**src/rtl/zfo_color_indexer_if.sv**
```systemverilog
// Bundles the palette-write port, the colour request handshake and the
// result handshake of the nearest-colour indexer.
interface zfo_color_indexer_if;
  logic        pal_we;
  logic [3:0]  pal_waddr;
  logic [11:0] pal_wdata;
  logic        in_valid;
  logic [11:0] in_rgb;
  logic        in_ready;
  logic        out_valid;
  logic [3:0]  out_index;
  logic [5:0]  out_dist;
  logic        out_ready;

  modport master (
    output pal_we, pal_waddr, pal_wdata, in_valid, in_rgb, out_ready,
    input  in_ready, out_valid, out_index, out_dist
  );

  modport slave (
    input  pal_we, pal_waddr, pal_wdata, in_valid, in_rgb, out_ready,
    output in_ready, out_valid, out_index, out_dist
  );
endinterface

```
**src/rtl/zfo_color_indexer.sv**
```systemverilog
// Inverse palette lookup: given a 12-bit {R,G,B} colour, sequentially scans a
// 16-entry palette register file and returns the index of the entry with the
// smallest Manhattan distance (lowest index wins ties). One entry can be
// excluded as a transparency key.
module zfo_color_indexer #(
  parameter int SKIP_EN    = 1,
  parameter int SKIP_INDEX = 1
) (
  input  logic                  clk,
  input  logic                  rst,
  zfo_color_indexer_if.slave    bus
);

  localparam logic [3:0] SKIP_IDX = SKIP_INDEX[3:0];

  typedef enum logic [1:0] {IDLE, SEARCH, DONE} state_t;

  state_t      state, state_nxt;
  logic [11:0] pal [16];
  logic [11:0] rgb;
  logic [3:0]  cnt;
  logic [3:0]  best_idx;
  logic [5:0]  best_dist;
  logic [5:0]  cand_dist;
  logic        cand_skip;
  logic        cand_upd;

  function automatic logic [3:0] abs_diff(input logic [3:0] a, input logic [3:0] b);
    return (a >= b) ? (a - b) : (b - a);
  endfunction

  // Sum of three 4-bit absolute differences; max 45 fits in 6 bits.
  function automatic logic [5:0] color_dist(input logic [11:0] a, input logic [11:0] b);
    return {2'b00, abs_diff(a[11:8], b[11:8])}
         + {2'b00, abs_diff(a[7:4],  b[7:4])}
         + {2'b00, abs_diff(a[3:0],  b[3:0])};
  endfunction

  assign cand_dist = color_dist(rgb, pal[cnt]);
  assign cand_skip = (SKIP_EN != 0) && (cnt == SKIP_IDX);
  assign cand_upd  = !cand_skip && (cand_dist < best_dist);

  // State register.
  always_ff @(posedge clk or posedge rst) begin
    if (rst) state <= IDLE;
    else     state <= state_nxt;
  end

  // Next-state logic: 16 fixed search cycles, then hold until consumed.
  always_comb begin
    state_nxt = state;
    case (state)
      IDLE:    if (bus.in_valid)    state_nxt = SEARCH;
      SEARCH:  if (cnt == 4'd15)    state_nxt = DONE;
      DONE:    if (bus.out_ready)   state_nxt = IDLE;
      default:                      state_nxt = IDLE;
    endcase
  end

  // Palette register file; writable only while idle.
  always_ff @(posedge clk or posedge rst) begin
    if (rst) begin
      for (int i = 0; i < 16; i++) pal[i] <= 12'h000;
    end else if (bus.pal_we && state == IDLE) begin
      pal[bus.pal_waddr] <= bus.pal_wdata;
    end
  end

  // Colour capture, candidate counter and running best match.
  always_ff @(posedge clk or posedge rst) begin
    if (rst) begin
      rgb       <= 12'h000;
      cnt       <= 4'd0;
      best_idx  <= 4'd0;
      best_dist <= 6'd63;
    end else begin
      case (state)
        IDLE: begin
          if (bus.in_valid) begin
            rgb       <= bus.in_rgb;
            cnt       <= 4'd0;
            best_idx  <= 4'd0;
            best_dist <= 6'd63;
          end
        end
        SEARCH: begin
          cnt <= cnt + 4'd1;
          if (cand_upd) begin
            best_idx  <= cnt;
            best_dist <= cand_dist;
          end
        end
        default: ;
      endcase
    end
  end

  assign bus.in_ready  = (state == IDLE);
  assign bus.out_valid = (state == DONE);
  assign bus.out_index = (state == DONE) ? best_idx  : 4'd0;
  assign bus.out_dist  = (state == DONE) ? best_dist : 6'd0;

endmodule

```
**src/flat_wrapper.sv**
```systemverilog
// flat-port wrapper written by rule: the top's interface ports become plain ports
module zfo_color_indexer_flat 
#(
  parameter int SKIP_EN    = 1,
  parameter int SKIP_INDEX = 1
)
  (clk, rst, bus_pal_we, bus_pal_waddr, bus_pal_wdata, bus_in_valid, bus_in_rgb, bus_out_ready, bus_in_ready, bus_out_valid, bus_out_index, bus_out_dist);
  zfo_color_indexer_if bus_i ();
  input  logic clk;
  input  logic rst;
  input wire logic [$bits(bus_i.pal_we)-1:0] bus_pal_we;
  input wire logic [$bits(bus_i.pal_waddr)-1:0] bus_pal_waddr;
  input wire logic [$bits(bus_i.pal_wdata)-1:0] bus_pal_wdata;
  input wire logic [$bits(bus_i.in_valid)-1:0] bus_in_valid;
  input wire logic [$bits(bus_i.in_rgb)-1:0] bus_in_rgb;
  input wire logic [$bits(bus_i.out_ready)-1:0] bus_out_ready;
  output wire logic [$bits(bus_i.in_ready)-1:0] bus_in_ready;
  output wire logic [$bits(bus_i.out_valid)-1:0] bus_out_valid;
  output wire logic [$bits(bus_i.out_index)-1:0] bus_out_index;
  output wire logic [$bits(bus_i.out_dist)-1:0] bus_out_dist;
  assign bus_i.pal_we = bus_pal_we;
  assign bus_i.pal_waddr = bus_pal_waddr;
  assign bus_i.pal_wdata = bus_pal_wdata;
  assign bus_i.in_valid = bus_in_valid;
  assign bus_i.in_rgb = bus_in_rgb;
  assign bus_i.out_ready = bus_out_ready;
  assign bus_in_ready = bus_i.in_ready;
  assign bus_out_valid = bus_i.out_valid;
  assign bus_out_index = bus_i.out_index;
  assign bus_out_dist = bus_i.out_dist;
  zfo_color_indexer #(.SKIP_EN(SKIP_EN), .SKIP_INDEX(SKIP_INDEX)) u_core (.clk(clk), .rst(rst), .bus(bus_i));
endmodule
```
**config.mk**
```make
export PLATFORM = sky130hd
export DESIGN_NAME = zfo_color_indexer_flat
export DESIGN_NICKNAME = d
export VERILOG_FILES = /design/src/rtl/zfo_color_indexer_if.sv /design/src/rtl/zfo_color_indexer.sv /design/src/flat_wrapper.sv
export SDC_FILE = /design/constraint.sdc
export NUM_CORES = 1
export LEC_CHECK = 0
export ABC_AREA = 1
export CELL_PAD_IN_SITES_DETAIL_PLACEMENT = 1
export CELL_PAD_IN_SITES_GLOBAL_PLACEMENT = 1
export CORE_ASPECT_RATIO = 1.2
export CORE_UTILIZATION = 42
export DETAILED_ROUTE_END_ITERATION = 10
export PLACE_DENSITY_LB_ADDON = 0.1
export SETUP_SLACK_MARGIN = 0.2
export SYNTH_ARGS = -nofsm -noshare
export SYNTH_HDL_FRONTEND = slang
export SYNTH_SLANG_ARGS = --single-unit
export TNS_END_PERCENT = 20
```
**constraint.sdc**
```tcl
create_clock -name clk -period 7.7 [get_ports clk]
set_input_delay 1.54 -clock clk [delete_from_list [all_inputs] [get_ports clk]]
set_output_delay 1.54 -clock clk [all_outputs]
set_load 0.02 [all_outputs]
```
# Word-level counts from Yosys, hierarchy flattened

Index checks and enable logic that the tools add are counted.
Widths: inputs -> output; s select.

Register bits after elaboration: 220
Input port bits: 33
Output and inout port bits: 12
Logic and storage cells: 79

$add $sub $neg: 9
Equal/unequal tests: 8
Mux-type cells: 22
Bitwise operators: 2
Order comparisons: 7
Reductions and logical operators: 10

Operator list:

| operator            | count |
|---|---|
| $bwmux 192          | 1 |
| $bmux 12 s4         | 1 |
| $demux 12 s4        | 1 |
| $mux 12             | 3 |
| $mux 4              | 6 |
| $sub 4x4->4         | 6 |
| $mux 6              | 3 |
| $pmux 4 s2          | 2 |
| $ge 4x4->1          | 3 |
| $pmux 6 s2          | 1 |
| $ge 5x5->1 const B  | 2 |
| $not 4->5           | 2 |
| $add 6x4->6         | 1 |
| $lt 6x6->1          | 1 |
| $mux 2              | 3 |
| $pmux 2 s3          | 1 |
| $reduce_and 3->1    | 2 |
| $add 4x4->5         | 1 |
| $lt 5x1->1 const B  | 1 |
| $add 4x1->4 const B | 1 |
| $eq 4x1->1 const B  | 1 |
| $eq 4x4->1 const B  | 1 |
| $ne 2x1->1 const B  | 2 |
| $ne 2x2->1 const B  | 2 |
| other kinds (7)     | 10 |

# Logic depth before layout (Yosys ltp)

Gate-level depths: netlist of run 1.

Depth after elaboration: 12
Mapped depth: 34
Gate-level depth less buffers: 33

# Worst setup path after synthesis of run 1

Ideal clock, no wire load.

Path kind: register to register
Start: reg u_core.cnt[0]
End: reg u_core.best_idx[2]
Data required time: 7.582 ns
Library setup time: 0.118 ns
Buffers on the path: 3
Stages on the path, launching flop included: 32
Data arrival time: 4.537 ns
Path slack: 3.045 ns
Path through: dfrtp_1 -> inv_1 -> buf_2 -> buf_2 -> nor2_1 -> o211ai_1 -> nand3_1 -> nand2_1 -> ha_1 -> inv_1 -> fa_1 -> nand2_1 -> nand3_1 -> a21o_1 -> nand2_1 -> nand2_1 -> fa_1 -> fa_1 -> nand2_1 -> nand2_1 -> a21oi_1 -> inv_1 -> nand2_1 -> nand2_1 -> ha_1 -> nand2_1 -> inv_1 -> a21oi_1 -> nand4_1 -> buf_2 -> nand3_1 -> nand2_1

Cells in the longest elaborated chain, start to end: 12
Elaborated cells on any way between the ends: 24
Those cells by class: 8 x add/sub; 4 x order compare; 2 x eq/ne; 6 x mux; 1 x bitwise; 3 x reduce/logical

Ends and longest elaborated chain:

| item                                             | line                    | text |
|---|---|---|
| start, declared                                  | zfo_color_indexer.sv:21 | `logic [3:0] cnt;` |
| start signal, assigned                           | zfo_color_indexer.sv:87 | `cnt <= cnt + 4'd1;` |
| $not 4->5 (not written as such)                  | zfo_color_indexer.sv:39 | `assign cand_dist = color_dist(rgb, pal[cnt]);` |
| $bmux 12 s4                                      | zfo_color_indexer.sv:39 |  |
| $mux 12 (not written as such) (2 in a row)       | zfo_color_indexer.sv:39 |  |
| $sub 4x4->4 / $ge 4x4->1 (equally long branches) | zfo_color_indexer.sv:29 | `return (a >= b) ? (a - b) : (b - a);` |
| $mux 4                                           | zfo_color_indexer.sv:29 |  |
| $add 4x4->5                                      | zfo_color_indexer.sv:35 | `+ {2'b00, abs_diff(a[7:4], b[7:4])}` |
| $add 6x4->6                                      | zfo_color_indexer.sv:36 | `+ {2'b00, abs_diff(a[3:0], b[3:0])};` |
| $lt 6x6->1                                       | zfo_color_indexer.sv:41 | `assign cand_upd = !cand_skip && (cand_dist < best_dist);` |
| $logic_and 1x1->1 *                              | zfo_color_indexer.sv:41 |  |
| $ne 2x1->1 (no source line) *                    | --                      |  |
| $reduce_and 3->1 (no source line) *              | --                      |  |
| end signal, assigned                             | zfo_color_indexer.sv:89 | `best_idx <= cnt;` |
| end, declared                                    | zfo_color_indexer.sv:22 | `logic [3:0] best_idx;` |

Every way passes the cells marked *; elsewhere a longest branch is shown, timed or not. The select of a mux whose other input is x is not followed.
A chain may end at the register's enable or synchronous reset.

# Final worst setup path of run 1

Start: reg u_core.cnt[0]
End: reg u_core.best_dist[3]

Cells in the longest elaborated chain, start to end: 12
Elaborated cells on any way between the ends: 26
Those cells by class: 8 x add/sub; 4 x order compare; 2 x eq/ne; 8 x mux; 1 x bitwise; 3 x reduce/logical

Ends and longest elaborated chain:

| item                                             | line                    | text |
|---|---|---|
| $not 4->5 (not written as such)                  | zfo_color_indexer.sv:39 |  |
| $bmux 12 s4                                      | zfo_color_indexer.sv:39 |  |
| $mux 12 (not written as such) (2 in a row)       | zfo_color_indexer.sv:39 |  |
| $sub 4x4->4 / $ge 4x4->1 (equally long branches) | zfo_color_indexer.sv:29 |  |
| $mux 4                                           | zfo_color_indexer.sv:29 |  |
| $add 4x4->5                                      | zfo_color_indexer.sv:35 |  |
| $add 6x4->6                                      | zfo_color_indexer.sv:36 |  |
| $lt 6x6->1                                       | zfo_color_indexer.sv:41 |  |
| $logic_and 1x1->1                                | zfo_color_indexer.sv:41 |  |
| $ne 2x1->1 (no source line)                      | --                      |  |
| $reduce_and 3->1 (no source line)                | --                      |  |
| end signal, assigned                             | zfo_color_indexer.sv:90 | `best_dist <= cand_dist;` |
| end, declared                                    | zfo_color_indexer.sv:23 | `logic [5:0] best_dist;` |

Parallel ways exist; a longest one is shown, timed or not. The select of a mux whose other input is x is not followed.

==> results of run 1 <==
[worst reg2reg max path: cells and delay by family, from the launching register on]
| family | cells | cell delay (ns) |
|---|---|---|
| compound gates | 4 | 0.76 |
| fa+ha+maj | 4 | 1.59 |
| buf+inv | 6 | 1.34 |
| flops | 1 | 0.65 |
| simple gates | 16 | 2.13 |
[path summary, 6_finish.rpt]
check | start | endpoint | slack, ns
setup / recovery | u_core.cnt[0] | u_core.best_dist[3] | 1.17
hold reg to reg | u_core.pal[99] | u_core.pal[99] | 0.48
max in group asynchronous | rst | u_core.rgb[0] | 4.84
min in group asynchronous | rst | u_core.pal[35] | 1.55
hold / removal | u_core.pal[99] | u_core.pal[99] | 0.48
setup reg to reg | u_core.cnt[0] | u_core.best_dist[3] | 1.17
[per-layer routing]
| layer | GRT usage | share of wire |
|---|---|---|
| met5 | 0 | 0 |
| met4 | 0.0652 | 0.022 |
| met3 | 0.0283 | 0.031 |
| met2 | 0.442 | 0.49 |
| met1 | 0.345 | 0.46 |
[state kept, by name, indices dropped and copies added (netlist names)]
signal,cells
u_core.state,2
u_core.cnt,4
u_core.best_idx,4
u_core.rgb,12
u_core.best_dist,6
u_core.pal,192
[cell families (layout without fill, tap and decap cells)]
| logic type | after synthesis | in the layout | synth area share |
|---|---|---|---|
| compound gates | 359 | 359 | 0.167 |
| xor+xnor | 13 | 13 | 0.0101 |
| fa+ha+maj | 44 | 44 | 0.0544 |
| buf+inv | 201 | 212 | 0.0701 |
| flops | 220 | 220 | 0.491 |
| simple gates | 589 | 589 | 0.208 |
[metrics by stage]
stage / setup slack (ns) / area [um2] / hold slack, ns / instances
4_1_cts: 1.10 / 12600 / 0.483 / 1772
5_1_grt: 0.437 / 12600 / 0.508 / 1772
2_1_floorplan: 3.05 / 11200 / 0.448 / 1426
3_3_place_gp: 1.32 / 11800 / 0.460 / 1729
6_report: 1.17 / 12600 / 0.479 / 1772
3_5_place_dp: 1.12 / 11800 / 0.468 / 1729
[cell usage in the layout, fill, tap and decap left out, types with 20 or more instances in the layout]
| master | synthesis | layout |
|---|---|---|
| inv_1 | 110 | 108 |
| clkbuf_16 | 0 | 25 |
| o21ai_0 | 276 | 276 |
| nor2_1 | 179 | 179 |
| clkdlybuf4s50_1 | 0 | 44 |
| nand3_1 | 76 | 76 |
| o211ai_1 | 26 | 26 |
| nand2_1 | 327 | 327 |
| dfrtp_1 | 214 | 212 |
| o21ai_1 | 32 | 32 |
| a21oi_1 | 20 | 20 |
| ha_1 | 36 | 36 |
[layout make-up]
cell class	instances	area (um2)	area share
timing repair buffer	57	551	0.0437
clock buffer	35	703	0.0558
tap	335	419	0.0333
inverter	112	424	0.0337
clock inverter	8	48.8	0.00388
multi-input combinational	1005	4930	0.391
sequential	220	5520	0.438
==> reports/results.ini, run 1 <==
[synthesis]
synth_largest_area_cell=dfrtp_1
synth_nets=1503
synth_top_area_frac=0.477
ys_seq_elements=220
ys_types=28
synth.avg_cell_area_um2=7.87
synth_warnings=0
seq_area_frac_synth=0.491
syn_area_um2=11200
netlist_instances=1426
synth-edff-count=0
synth_most_common_cell=nand2_1
netlist_top_cells_count=327 x nand2_1, 276 x o21ai_0, 214 x dfrtp_1, 179 x nor2_1, 110 x inv_1
synth_ff_type=dfrtp_1
synthArstFlopShare=1.00
synthTopCellsByArea=dfrtp_1 48%, o21ai_0 12%, nand2_1 11%

[timing]
setup_tns_ns=0
period_needed_ns=6.53
min_period_over_period=0.848
fmax_ghz=0.153
max_slew_margin=0.189
worst_pin_slew_ns=1.21
slew_viol_final=0
setup_violations=0
clock_skew_ns=0.0172
rsz0062_at_grt=no
finalHoldViolations=0

[routing]
totalWireLength_mm=33.3
dr.pass1.iters=4
wl_per_cell_um=18.8
detail-route-antenna-nets=0
drt_iter0_markers=436
vias=9531
drc_errors=0
routed_via_density=5.38

[setup_path]
cpLargestDelayFamily=simple AND/OR/NAND/NOR gates
critPathArrivalTime_ns=6.99
slowest_stage=inv_2
start_kind=register
crit_type=reg -> reg
cp-end-kind=register
worst-path-stages=30
cp_common_cell=nand2_1
r2r_cells=30
cp_max_fo=45
max_stage_delay_ns=0.67
worstPathRequired_ns=8.15
worst-path-buf-inv=6

[floorplanning]
die_area_um2=27400
start_util=0.427
io_pins=45
die_h_um=181
fp.dieW_um=151
fp.coreArea_um2=26300
rows=65

[place]
dpl.hpwl_mm=21.5
gp_congestion=0.836
portBuffers=44

[clock_tree]
cts_resized=0
cts_tree=built
hold_buffers=0
cts_setup_buffers=0
clockBufferDepth=3
clkTransAtPathRegs_ns=0.06
insertion_delay_ns=0.53
cts_max_level=1
cts_buffers=25
root_buffer=clkbuf_16
cts_sinks=220

[grt]
antenna_found_initial=0
grt_pass1_vias=10126
overflow=0
grt_start_max_net_pins=168
grtUsageTotal=0.258
grt_pass1_wl_mm=54.8

[layout]
layout-drive-gt1-share=0.0452
nets=1498
utilization=0.479
diodes=0
area_growth_syn_to_layout_pct=12.1
fillCellCount=3208

[job]
drv_cap=0

[worst_hold_path]
hold_class=reg -> reg
holdPathStages=2

[status]
status=completed

Power of run 1 is left out: the tool's default activity adds up to more than one toggle a clock period on the data nets, which glitch-free logic cannot reach.
==> run 2, diff against run 1 <==
Clock period 7.7 ns to 5.4 ns, I/O delays scaled along.
==> run 2 against run 1 <==
Effect of this change:
- wire length up 7.6%
- first-iteration DRC count up 14%
- setup slack worse by 0.95 ns
- final area up 8.5%
- final cell count up 2.9%
- die area unchanged
- via count up 3.7%
- critical path depth up 3
- critical path type unchanged
- largest cell class unchanged
- highest routed layer unchanged
==> reports/results.ini, run 2 (same netlist as run 1, synthesis figures left out) <==
[setup_path]
cp_max_fo=7  ; was 45
max_stage_delay_ns=0.58  ; was 0.67 ns
cp_common_cell=nand2_1  ; unchanged
crit_type=reg -> reg  ; unchanged
start_kind=register  ; unchanged
cp-end-kind=register  ; unchanged
critPathArrivalTime_ns=5.60  ; was 6.99 ns
worstPathRequired_ns=5.82  ; was 8.15 ns
slowest_stage=dfrtp_4  ; was inv_2

[clock_tree]
clockBufferDepth=3  ; unchanged
insertion_delay_ns=0.55  ; was 0.53 ns
cts_buffers=26  ; was 25
hold_buffers=0  ; unchanged
clkTransAtPathRegs_ns=0.06  ; about the same
cts_tree=built  ; unchanged
root_buffer=clkbuf_16  ; unchanged
cts_max_level=1  ; unchanged
cts_sinks=220  ; unchanged

[worst_hold_path]
hold_class=reg -> reg  ; unchanged

[layout]
layout_commonest_cell=nand2_1  ; unchanged
nets=1548  ; was 1,498
area_growth_syn_to_layout_pct=21.6  ; was 12.1%
layout-drive-gt1-share=0.111  ; was 0.0452
regMostFlops=u_core.pal  ; unchanged
largestRegisters=u_core.pal: 192 flops, u_core.rgb: 12 flops, u_core.best_dist: 6 flops  ; unchanged
largest_register_ffs=192  ; unchanged
diodes=0  ; unchanged
final_cell_mix=313 x nand2_1, 265 x o21ai_0, 212 x dfrtp_1  ; was 327 x nand2_1, 276 x o21ai_0, 212 x dfrtp_1
utilization=0.520  ; was 0.479

[floorplanning]
rows=65  ; unchanged
die_h_um=181  ; unchanged
fp.coreArea_um2=26300  ; unchanged
start_util=0.427  ; unchanged
die_area_um2=27400  ; unchanged
fp.dieW_um=151  ; unchanged
io_pins=45  ; unchanged

[timing]
setup_tns_ns=0  ; unchanged
fmax_ghz=0.193  ; was 0.153 GHz
period_needed_ns=5.18  ; was 6.53 ns
max_slew_margin=0.196  ; was 0.189
rsz0062_at_grt=yes  ; was no
worst_pin_slew_ns=1.20  ; was 1.21 ns
min_period_over_period=0.959  ; was 0.848
slew_viol_final=0  ; unchanged
setup_violations=0  ; unchanged
finalHoldViolations=0  ; unchanged
clock_skew_ns=0.0253  ; was 0.0172 ns

[routing]
drc_errors=0  ; unchanged
detail-route-antenna-nets=0  ; unchanged
wl_per_cell_um=19.7  ; was 18.8 um
totalWireLength_mm=35.9  ; was 33.3 mm
drt_iter0_markers=495  ; was 436
vias=9884  ; was 9,531
routed_via_density=5.42  ; was 5.38
dr.pass1.iters=5  ; was 4

[job]
drv_cap=0  ; unchanged

[place]
gp_congestion=0.820  ; was 0.836
portBuffers=44  ; unchanged
dpl.hpwl_mm=21.2  ; was 21.5 mm

[grt]
grt_pass1_vias=10332  ; was 10,126
antenna_found_initial=0  ; unchanged
grtUsageTotal=0.262  ; was 0.258
grt_pass1_wl_mm=55.8  ; was 54.8 mm
overflow=0  ; unchanged
grt_start_max_net_pins=182  ; was 168

[status]
status=completed  ; unchanged

[run 2: cell count changes in the layout (fill, tap and decap cells not counted), sizes merged]
cell,before,now
buf,13,54
clkbuf,35,46
bufinv,0,2
clkinvlp,3,1
clkinv,7,6
inv,110,109
nand2,327,328
[run 2: what timing repair did]
| item | 4_1_cts | 5_1_grt |
|---|---|---|
| pin swaps | 2 | 38 |
| gates resized for setup | 11 | 81 |
| endpoints found under the setup margin | 10 | 10 |
| buffers inserted | 0 | 24 |
| gates cloned | 2 | 10 |
[run 2: worst max-delay path, delay by kind of cell (launching register included)]
family / cells / cell delay (ns)
AOI/OAI and AO/OA: 4 / 0.72
buffers and inverters: 11 / 1.19
xor gates and xnor gates: 1 / 0.17
and+or+nand+nor: 13 / 1.05
DFF: 1 / 0.58
adders and majority gates: 4 / 1.31
[run 2: per-stage QoR]
stage	hold slack (ns)	setup slack [ns]	area, um2	instances
final	0.478	0.220	13700	1823
after global routing	0.499	-0.0646	13700	1823
after CTS	0.481	0.233	13000	1789
after detailed placement	0.468	0.0587	12000	1742
after global placement	0.460	0.214	12000	1742
after floorplan	0.448	0.745	11200	1426
[run 2: worst paths after layout]
check | start | depth (start not counted) | slack (ns) | endpoint
setup / recovery | u_core.cnt[0] | 33 | 0.22 | u_core.best_idx[3]
hold / removal | u_core.pal[62] | 2 | 0.48 | u_core.pal[62]
setup reg to reg | u_core.cnt[0] | 33 | 0.22 | u_core.best_idx[3]
hold reg to reg | u_core.pal[62] | 2 | 0.48 | u_core.pal[62]
max in group asynchronous | rst | 3 | 3.37 | u_core.cnt[0]
min in group asynchronous | rst | 3 | 1.07 | u_core.pal[74]
[run 2: area by class of cell]
class / instances / area (um2)
clock inverters: 6 / 98.8
fillers: 3185 / 12600
repair buffers: 105 / 1230
clock buffers: 39 / 769
inverters: 112 / 440
well taps: 335 / 419
multi-input cells: 1006 / 5180
flip-flops and latches: 220 / 5520
[run 2: routing by layer]
metal,wire length (um),vias up,GRT usage
met2,17800,172,0.446
met4,910,0,0.0832
met5,0,-,0
li1,-,4726,-
met1,15900,4936,0.345
met3,1260,50,0.0278
Power of run 2 is left out for the same reason.
